`config.mk`:
```
export PLATFORM = sky130hd
export DESIGN_NAME = sdram_arbiter
export DESIGN_NICKNAME = d
export VERILOG_FILES = /design/src/rtl/sdram_arb_pkg.sv /design/src/rtl/sdram_arbiter_rr.sv /design/src/rtl/sdram_arbiter.sv
export SDC_FILE = /design/constraint.sdc
export NUM_CORES = 1
export LEC_CHECK = 0
export CAP_MARGIN = 20
export CORE_ASPECT_RATIO = 1.2
export CORE_MARGIN = 1.5
export CORE_UTILIZATION = 40
export CTS_CLUSTER_SIZE = 40
export DETAILED_ROUTE_END_ITERATION = 10
export PLACE_DENSITY_LB_ADDON = 0.12
export SYNTH_ARGS = -nofsm -noshare
export SYNTH_HDL_FRONTEND = slang
export SYNTH_SLANG_ARGS = --single-unit
```
`constraint.sdc`:
```
create_clock -name clk -period 6.3 [get_ports clk]
set_input_delay 0.945 -clock clk [delete_from_list [all_inputs] [get_ports clk]]
set_output_delay 0.945 -clock clk [all_outputs]
set_load 0.01 [all_outputs]
```
`src/rtl/sdram_arb_pkg.sv`:
```
// sdram_arb_pkg: shared command/state encodings and packed-slice helper for the SDRAM arbiter
package sdram_arb_pkg;
  typedef enum logic [1:0] {CMD_IDLE = 2'd0, CMD_WRITE = 2'd1, CMD_READ = 2'd2} cmd_e;
  typedef enum logic [1:0] {IDLE, BUSY, RESP} state_e;
  function automatic int slice_lo(input int idx, input int w);
    return idx * w;
  endfunction
endpackage

```
`src/rtl/sdram_arbiter_rr.sv`:
```
// rr_arbiter: combinational round-robin pick searching upward from ptr+1 with wrap
module rr_arbiter #(
  parameter int N  = 2,
  parameter int IW = $clog2(N)
) (
  input  logic [N-1:0]  req,
  input  logic [IW-1:0] ptr,
  output logic [N-1:0]  gnt,
  output logic [IW-1:0] idx
);
  logic [IW-1:0] j;
  logic found;
  // walk the candidates starting after the last owner; the first requester seen wins
  always_comb begin
    gnt = '0;
    idx = '0;
    found = 1'b0;
    j = ptr;
    for (int k = 0; k < N; k++) begin
      j = (j == IW'(N - 1)) ? '0 : j + 1'b1;
      if (!found && req[j]) begin
        found = 1'b1;
        gnt[j] = 1'b1;
        idx = j;
      end
    end
  end
endmodule

```
`src/rtl/sdram_arbiter.sv`:
```
// sdram_arbiter: round-robin sharing of one SDRAM controller command port with a completion watchdog
module sdram_arbiter import sdram_arb_pkg::*; #(
  parameter int NUM_REQ = 2,
  parameter int ADDR_W  = 22,
  parameter int DATA_W  = 16,
  parameter int TIMEOUT = 4095
) (
  input  logic                      clk,
  input  logic                      rst,
  input  logic [NUM_REQ-1:0]        req_valid,
  input  logic [NUM_REQ-1:0]        req_write,
  input  logic [NUM_REQ*ADDR_W-1:0] req_addr,
  input  logic [NUM_REQ*DATA_W-1:0] req_wdata,
  output logic [NUM_REQ-1:0]        req_ready,
  output logic [NUM_REQ-1:0]        rsp_valid,
  output logic                      rsp_err,
  output logic [DATA_W-1:0]         rsp_rdata,
  output logic [1:0]                command,
  output logic [ADDR_W-1:0]         data_address,
  output logic [DATA_W-1:0]         data_write,
  input  logic [DATA_W-1:0]         data_read,
  input  logic                      data_read_valid,
  input  logic                      data_write_done
);
  localparam int IW = $clog2(NUM_REQ);
  localparam int CW = TIMEOUT > 0 ? $clog2(TIMEOUT + 1) : 1;

  state_e              state_q, state_d;
  cmd_e                command_q, command_d;
  logic [IW-1:0]       ptr_q, ptr_d, owner_q, owner_d, win_idx;
  logic [NUM_REQ-1:0]  win_gnt, rsp_valid_q, rsp_valid_d;
  logic                wr_q, wr_d, rsp_err_q, rsp_err_d, done, expired;
  logic [ADDR_W-1:0]   addr_q, addr_d;
  logic [DATA_W-1:0]   wdata_q, wdata_d, rdata_q, rdata_d;
  logic [CW-1:0]       cnt_q, cnt_d;

  rr_arbiter #(.N(NUM_REQ), .IW(IW)) u_rr (
    .req (req_valid),
    .ptr (ptr_q),
    .gnt (win_gnt),
    .idx (win_idx)
  );

  // grants only exist while idle and out of reset, so a reset pulse kills them at once
  assign req_ready    = (state_q == IDLE && !rst) ? win_gnt : '0;
  assign done         = wr_q ? data_write_done : data_read_valid;
  assign expired      = TIMEOUT != 0 && cnt_q == CW'(TIMEOUT);
  assign rsp_valid    = rsp_valid_q;
  assign rsp_err      = rsp_err_q;
  assign rsp_rdata    = rdata_q;
  assign command      = command_q;
  assign data_address = addr_q;
  assign data_write   = wdata_q;

  // accept a winner in IDLE, run the command in BUSY until a matching strobe or the watchdog, pulse in RESP
  always_comb begin
    state_d = state_q;
    command_d = command_q;
    ptr_d = ptr_q;
    owner_d = owner_q;
    wr_d = wr_q;
    addr_d = addr_q;
    wdata_d = wdata_q;
    rdata_d = rdata_q;
    rsp_err_d = rsp_err_q;
    rsp_valid_d = '0;
    cnt_d = cnt_q;
    if (state_q == IDLE && |win_gnt) begin
      wr_d = req_write[win_idx];
      addr_d = req_addr[slice_lo(int'(win_idx), ADDR_W) +: ADDR_W];
      wdata_d = req_wdata[slice_lo(int'(win_idx), DATA_W) +: DATA_W];
      owner_d = win_idx;
      ptr_d = win_idx;
      command_d = req_write[win_idx] ? CMD_WRITE : CMD_READ;
      state_d = BUSY;
    end else if (state_q == BUSY) begin
      cnt_d = cnt_q + 1'b1;
      if (done || expired) begin
        state_d = RESP;
        command_d = CMD_IDLE;
        rsp_valid_d[owner_q] = 1'b1;
        rsp_err_d = !done;
        rdata_d = (!wr_q && data_read_valid) ? data_read : '0;
      end
    end else if (state_q == RESP) begin
      state_d = IDLE;
      cnt_d = '0;
      rsp_err_d = 1'b0;
    end
  end

  // state and datapath registers; reset drops the command and forgets any pending transaction
  always_ff @(posedge clk or posedge rst) begin
    if (rst) begin
      state_q <= IDLE;
      command_q <= CMD_IDLE;
      ptr_q <= IW'(NUM_REQ - 1);
      owner_q <= '0;
      wr_q <= 1'b0;
      addr_q <= '0;
      wdata_q <= '0;
      rdata_q <= '0;
      rsp_err_q <= 1'b0;
      rsp_valid_q <= '0;
      cnt_q <= '0;
    end else begin
      state_q <= state_d;
      command_q <= command_d;
      ptr_q <= ptr_d;
      owner_q <= owner_d;
      wr_q <= wr_d;
      addr_q <= addr_d;
      wdata_q <= wdata_d;
      rdata_q <= rdata_d;
      rsp_err_q <= rsp_err_d;
      rsp_valid_q <= rsp_valid_d;
      cnt_q <= cnt_d;
    end
  end
endmodule
```
* Yosys cells after proc, flatten, opt, wreduce, memory -nomap -nowiden
Index checks and enable logic that the tools add are counted.
** Cells by class
- Bitwise logic cells :: 2
- Reductions and logical operators :: 23
- $add $sub $neg :: 3
- Shift-type cells :: 2
- Magnitude comparators :: 7
- $mul :: 1
- Multiplexer cells :: 38
- Equal/unequal tests :: 5
** Operators with widths (count)
- $shiftx 44x7->22 :: 1
- $shiftx 32x6->16 :: 1
- $mux 2 :: 14
- $mux 12 :: 2
- $mux 1 :: 18
- $mux 16 :: 1
- $add 12x1->12 const B :: 1
- $eq 12x12->1 const B :: 1
- $lt 1x2->1 const B :: 4
- $logic_and 1x1->1 :: 7
- $reduce_and 2->1 :: 3
- $reduce_and 3->1 :: 2
- $reduce_bool 2->1 :: 3
- $mul 1x4->5 const B :: 1
- $logic_not 1->1 :: 4
- $demux 1 s1 :: 3
- $ge 1x1->1 const B :: 3
- $ne 3x2->1 const B :: 1
- $reduce_bool 3->1 :: 1
- $add 1x1->1 const B :: 2
- $eq 2x1->1 const B :: 1
- $eq 2x2->1 const B :: 1
- $logic_not 2->1 :: 1
- $ne 2x1->1 const B :: 1
- 4 further kinds :: 4
** Word-level totals
- Logic and storage cells :: 92
- Output and inout bits :: 61
- Bits of input ports :: 100
- Flip-flop bits (word level) :: 76

* Depth between registers and ports, before layout
- Word-level depth :: 14
- Gate-level depth with buffers :: 7
- Mapped depth without buffers :: 6

* By module
A second synthesis with hierarchy kept.
** Unflattened totals
- Cell total of the unflattened synthesis :: 324
- Area, all modules :: 3489.6 um2
** By module, submodules not included
- sdram_arbiter :: sequential area each 1903.1 um2, times used 1, area an instance 3463.3 um2, cells each 320
- rr_arbiter :: sequential area each 0.0 um2, times used 1, area an instance 26.3 um2, cells each 4

* Worst setup path after synthesis
Ideal clock, no wire load.
- Path kind :: input to output
- Start point :: in rst
- End point :: out req_ready[0]
- Path buffers :: 0
- Stages :: 2
- Required time :: 5.355 ns
- Arrival time :: 2.975 ns
- Path slack :: 2.380 ns
- Cell sequence :: inv_1 -> o2111a_1
** Between the ends
- Longest elaborated chain between the ends :: 3
** Ends and longest elaborated chain
- start: declaration :: line sdram_arbiter.sv:9 : input logic rst,
- $logic_not 1->1 (no line)
- $logic_and 1x1->1 :: line sdram_arbiter.sv:45 : assign req_ready = (state_q == IDLE && !rst) ? win_gnt : '0;
- $mux 2 :: line sdram_arbiter.sv:45
- end: declaration :: line sdram_arbiter.sv:14 : output logic [NUM_REQ-1:0] req_ready,
No other way between the ends.

* Worst setup path after layout
- Start point :: in req_valid[1]
- End point :: out req_ready[1]
** Between the ends
- Longest elaborated chain between the ends :: 7
- Elaborated cells between the ends (all ways) :: 11
- Those cells by class :: 8 x mux; 1 x bitwise; 2 x reduce/logical
** Ends and longest elaborated chain
- start: declaration :: line sdram_arbiter.sv:10 : input logic [NUM_REQ-1:0] req_valid,
- $mux 1 (not written as such) (2 in series) :: line sdram_arbiter_rr.sv:21 : if (!found && req[j]) begin
- $mux 1 :: line sdram_arbiter_rr.sv:21
- $logic_not 1->1 :: line sdram_arbiter_rr.sv:21
- $logic_and 1x1->1 :: line sdram_arbiter_rr.sv:21
- $mux 2 (*) :: line sdram_arbiter_rr.sv:21
- $mux 2 (*) :: line sdram_arbiter.sv:45
Every way passes the cells marked *; elsewhere a longest branch is shown, timed or not. The select of a mux whose other input is x is not followed.

==> summary.md <==
| Metric | Value |
|---|---|
| Outcome | completed |
| Mapped Cells | ~320 |
| Port bufs | 160 |
| Clk pwr share | between 30% and 40% |
| Die Ht | 106 um |
| Pwr Total | 0.000949 W |
| Clock skew after layout | approximately 11 ps |
| Crit path DAT | 2490 ps |
| Setup CP Type | in2out |
| Final period util | between 50% and 60% |
| DR WL met2 | around 4600 um |
| Clock root cell | clkbuf_8 |
| Leak | 2.41 nW |
| Count of different cell masters after synthesis | between 40 and 50 |
| Worst-skew pair later-pin latency | 350 ps |
| WHS | about 480 ps |
| YS warnings | 0 |
| Sequential fraction of design power | ~51% |
| Sequential area share after synthesis | a little over half |
| Max FO, Critical Path | 5 |
| Critical path launch point type | input port |
| # Post-CTS Setup Buffers | 0 |
| Seq cells post-synth | 76 |
| Crit path required time | roughly 5400 ps |
| # nets final | approximately 600 |
| Pwr Density | roughly 180 mW/mm2 |
| Sw power | around 0.00021 W |
| First-pass GRT wire length | around 15,000 um |
| Remaining global-route overflow | 0 |
| Layout cells sized above 1 | between 8 and 9% |
| Total inserted antenna cells | 0 |
| Final slew viol count | 0 |
| Antenna Nets Post-Route | 0 |
| Layout area overhead | 53.2% |
| Antenna violations before repair | 0 |
| Fin crit period | about 3400 ps |
| Max-Cap Viols | 0 |
| Via count | around 3,000 |
| RSZ-0062 raised after global routing | false |
| CTS tree | built |
| Mapped cell area | 0.00352 mm2 |
| HPWL Detailed | approximately 6700 um |
| # rows | 37 |
| Routed WL | roughly 9000 um |
| Top cell type's share of synthesized area | a little over half |
| EDFF count, synth | 0 |
| Post-CTS Resized | 0 |
| 1st-iter DRT viols | approximately 120 |
| Fillers | 730 |
| Fmax | 291 MHz |
| Initial Util | 41.2% |
| Die Width | a little under 90 um |
| Commonest cells in the netlist | 75 x dfrtp_1, 53 x nand2_1, 42 x mux2i_1, 42 x o21ai_0 |
| Tot GR Track Use | 20.2% |
| Largest net degree at the start of global routing | roughly 70 |
| Count of final setup violators | 0 |
| Largest area contributor in the netlist | dfrtp_1 |
| RePlAce Congestion | between 0.8 and 0.9 |
| Syn_nets | roughly 430 |
| Min-Delay Path Class | reg2reg |
| IO Count | roughly 160 |
| Vias in the first global route | roughly 3,000 |
| Clk buf depth | 2 |
| Worst vdd ir | 0.104 mV |
| Hold Violations, Final | 0 |
| Clock transition at path regs | 70 ps |
| Net Sw Frac | 22.3% |
| DR vias/cell | a little under 5 |
| Cts hold-fix bufs | 0 |
| Drt pass-1 iters | 4 |
| Number of buffers created by CTS | 9 |
| Core ar. | around 0.0086 mm2 |
| Max H-tree Level | 3 |
| Met1 Wirelength | approximately 3600 um |
| Top sig layer | met4 |
| Setup WS pre-CTS | ~2900 ps |
| DR DRC count | 0 |
| Slew headroom | about 30% |
| Combinational share of power | between 10 and 15% |
| Dominant cells by area after synthesis | dfrtp_1 53%, mux2i_1 12%, o21ai_0 6.0% |
| Crit. End Element | primary output |
| Met3 Wirelength | roughly 700 um |
| Most common cell in the synthesized netlist | dfrtp_1 |
| Die Footprint | approximately 0.0094 mm2 |
| Clock sink count | 76 |
| Share of synthesized registers carrying an async set or reset | 100% |
| Setup TNS | 0 ps |
| Internal | ~0.00074 W |
| WL/cell | between 10 and 15 um |
| Setup WS post-layout | about 2900 ps |
| Top_reg_cell synth | dfrtp_1 |
| Least-Margin Pin Slew | 1050 ps |
| Mean Syn Cell Area | 10.9 um2 |
power groups by stage:
stage	Clock [W]	Combinational (W)	Sequential [W]
CTS	0.000372	0.000100	0.000487
global route	0.000392	0.000107	0.000487
floorplan	0	0.0000304	0.000497
finish	0.000364	0.0000979	0.000487
detailed placement	0	0.0000999	0.000497
global placement	0	0.0000986	0.000497
placed cells by master, fill, tap and decap left out, types with 2 or more instances in the layout:
cell type	Yosys	layout
clkdlybuf4s50_1	0	160
nor3_1	2	2
or4_1	2	2
clkinv_2	0	3
o221ai_1	2	2
nand2_1	53	53
a22o_2	9	9
nand4_1	5	5
xor2_1	3	3
nor2_1	8	8
ha_1	4	4
o31ai_1	2	2
inv_1	6	5
a21oi_1	5	5
clkinvlp_4	0	2
mux2i_1	42	42
o21a_1	3	3
and2_2	2	2
buf_4	4	3
and3_1	4	4
o21ai_0	42	42
a22o_1	10	10
dfrtp_1	75	75
nand3_1	8	8
clkbuf_8	0	9
flip-flops by register name, summed over array words and instances, names as in the netlist:
signal and count:
data_address 22, data_write 16, rsp_rdata 16, cnt_q 12, command 2, rsp_valid 2
state_q 2, owner_q 1, ptr_q 1, rsp_err 1, wr_q 1
worst max-delay path: stages:
cell	delay [ps]
clkdlybuf4s50_1	590
a21boi_4	230
and3_1	170
clkdlybuf4s50_1	550
kinds of logic (layout without fill, tap and decap cells):
group / count (synthesis) / in the layout / synth area share (%)
muxes: 42 / 42 / 11.9
buffers and inverters: 25 / 185 / 3.44
xor gates and xnor gates: 3 / 3 / 0.746
and+or+nand+nor: 94 / 94 / 12.9
adders and majority gates: 4 / 4 / 1.42
DFF: 76 / 76 / 54.0
AOI/OAI and AO/OA: 80 / 80 / 15.6
final cells by class:
type / count / area, um2 / share of cell area (%)
sequential: 76 / 1900 / 35.2
clock buffer: 10 / 128 / 2.36
inverter: 6 / 23.8 / 0.440
timing repair buffer: 163 / 1620 / 30.1
clock inverter: 6 / 63.8 / 1.18
tap: 117 / 146 / 2.71
multi-input combinational: 223 / 1510 / 28.0
metal layers:
metal / GRT usage, % / vias to the layer above
met5: 0 / -
met4: 6.03 / 0
met3: 7.20 / 12
met2: 34.6 / 95
met1: 23.3 / 1398
li1: - / 1463
path summary, 6_finish.rpt:
path	from	endpoint	slack, ps	depth (start not counted)
hold reg to reg	data_write[13]$_DFFE_PP0N_	data_write[13]$_DFFE_PP0N_	480	2
setup / recovery	req_valid[1]	req_ready[1]	2860	4
min in group asynchronous	rst	cnt_q[3]$_DFFE_PP0P_	830	2
hold / removal	data_write[13]$_DFFE_PP0N_	data_write[13]$_DFFE_PP0N_	480	2
setup reg to reg	state_q[1]$_DFFE_PP0P_	rsp_rdata[3]$_DFFE_PP0P_	3900	5
max in group asynchronous	rst	data_address[12]$_DFFE_PP0N_	4410	3
through the flow:
stage	instance area, um2	std cells	util, %
floorplan	3520	324	-
detailed placement	5210	585	60.8
CTS	5400	601	63.1
global route	5400	601	63.1
global placement	5210	585	60.8
finish	5400	601	63.1
Power figures use the tool's default switching activity.
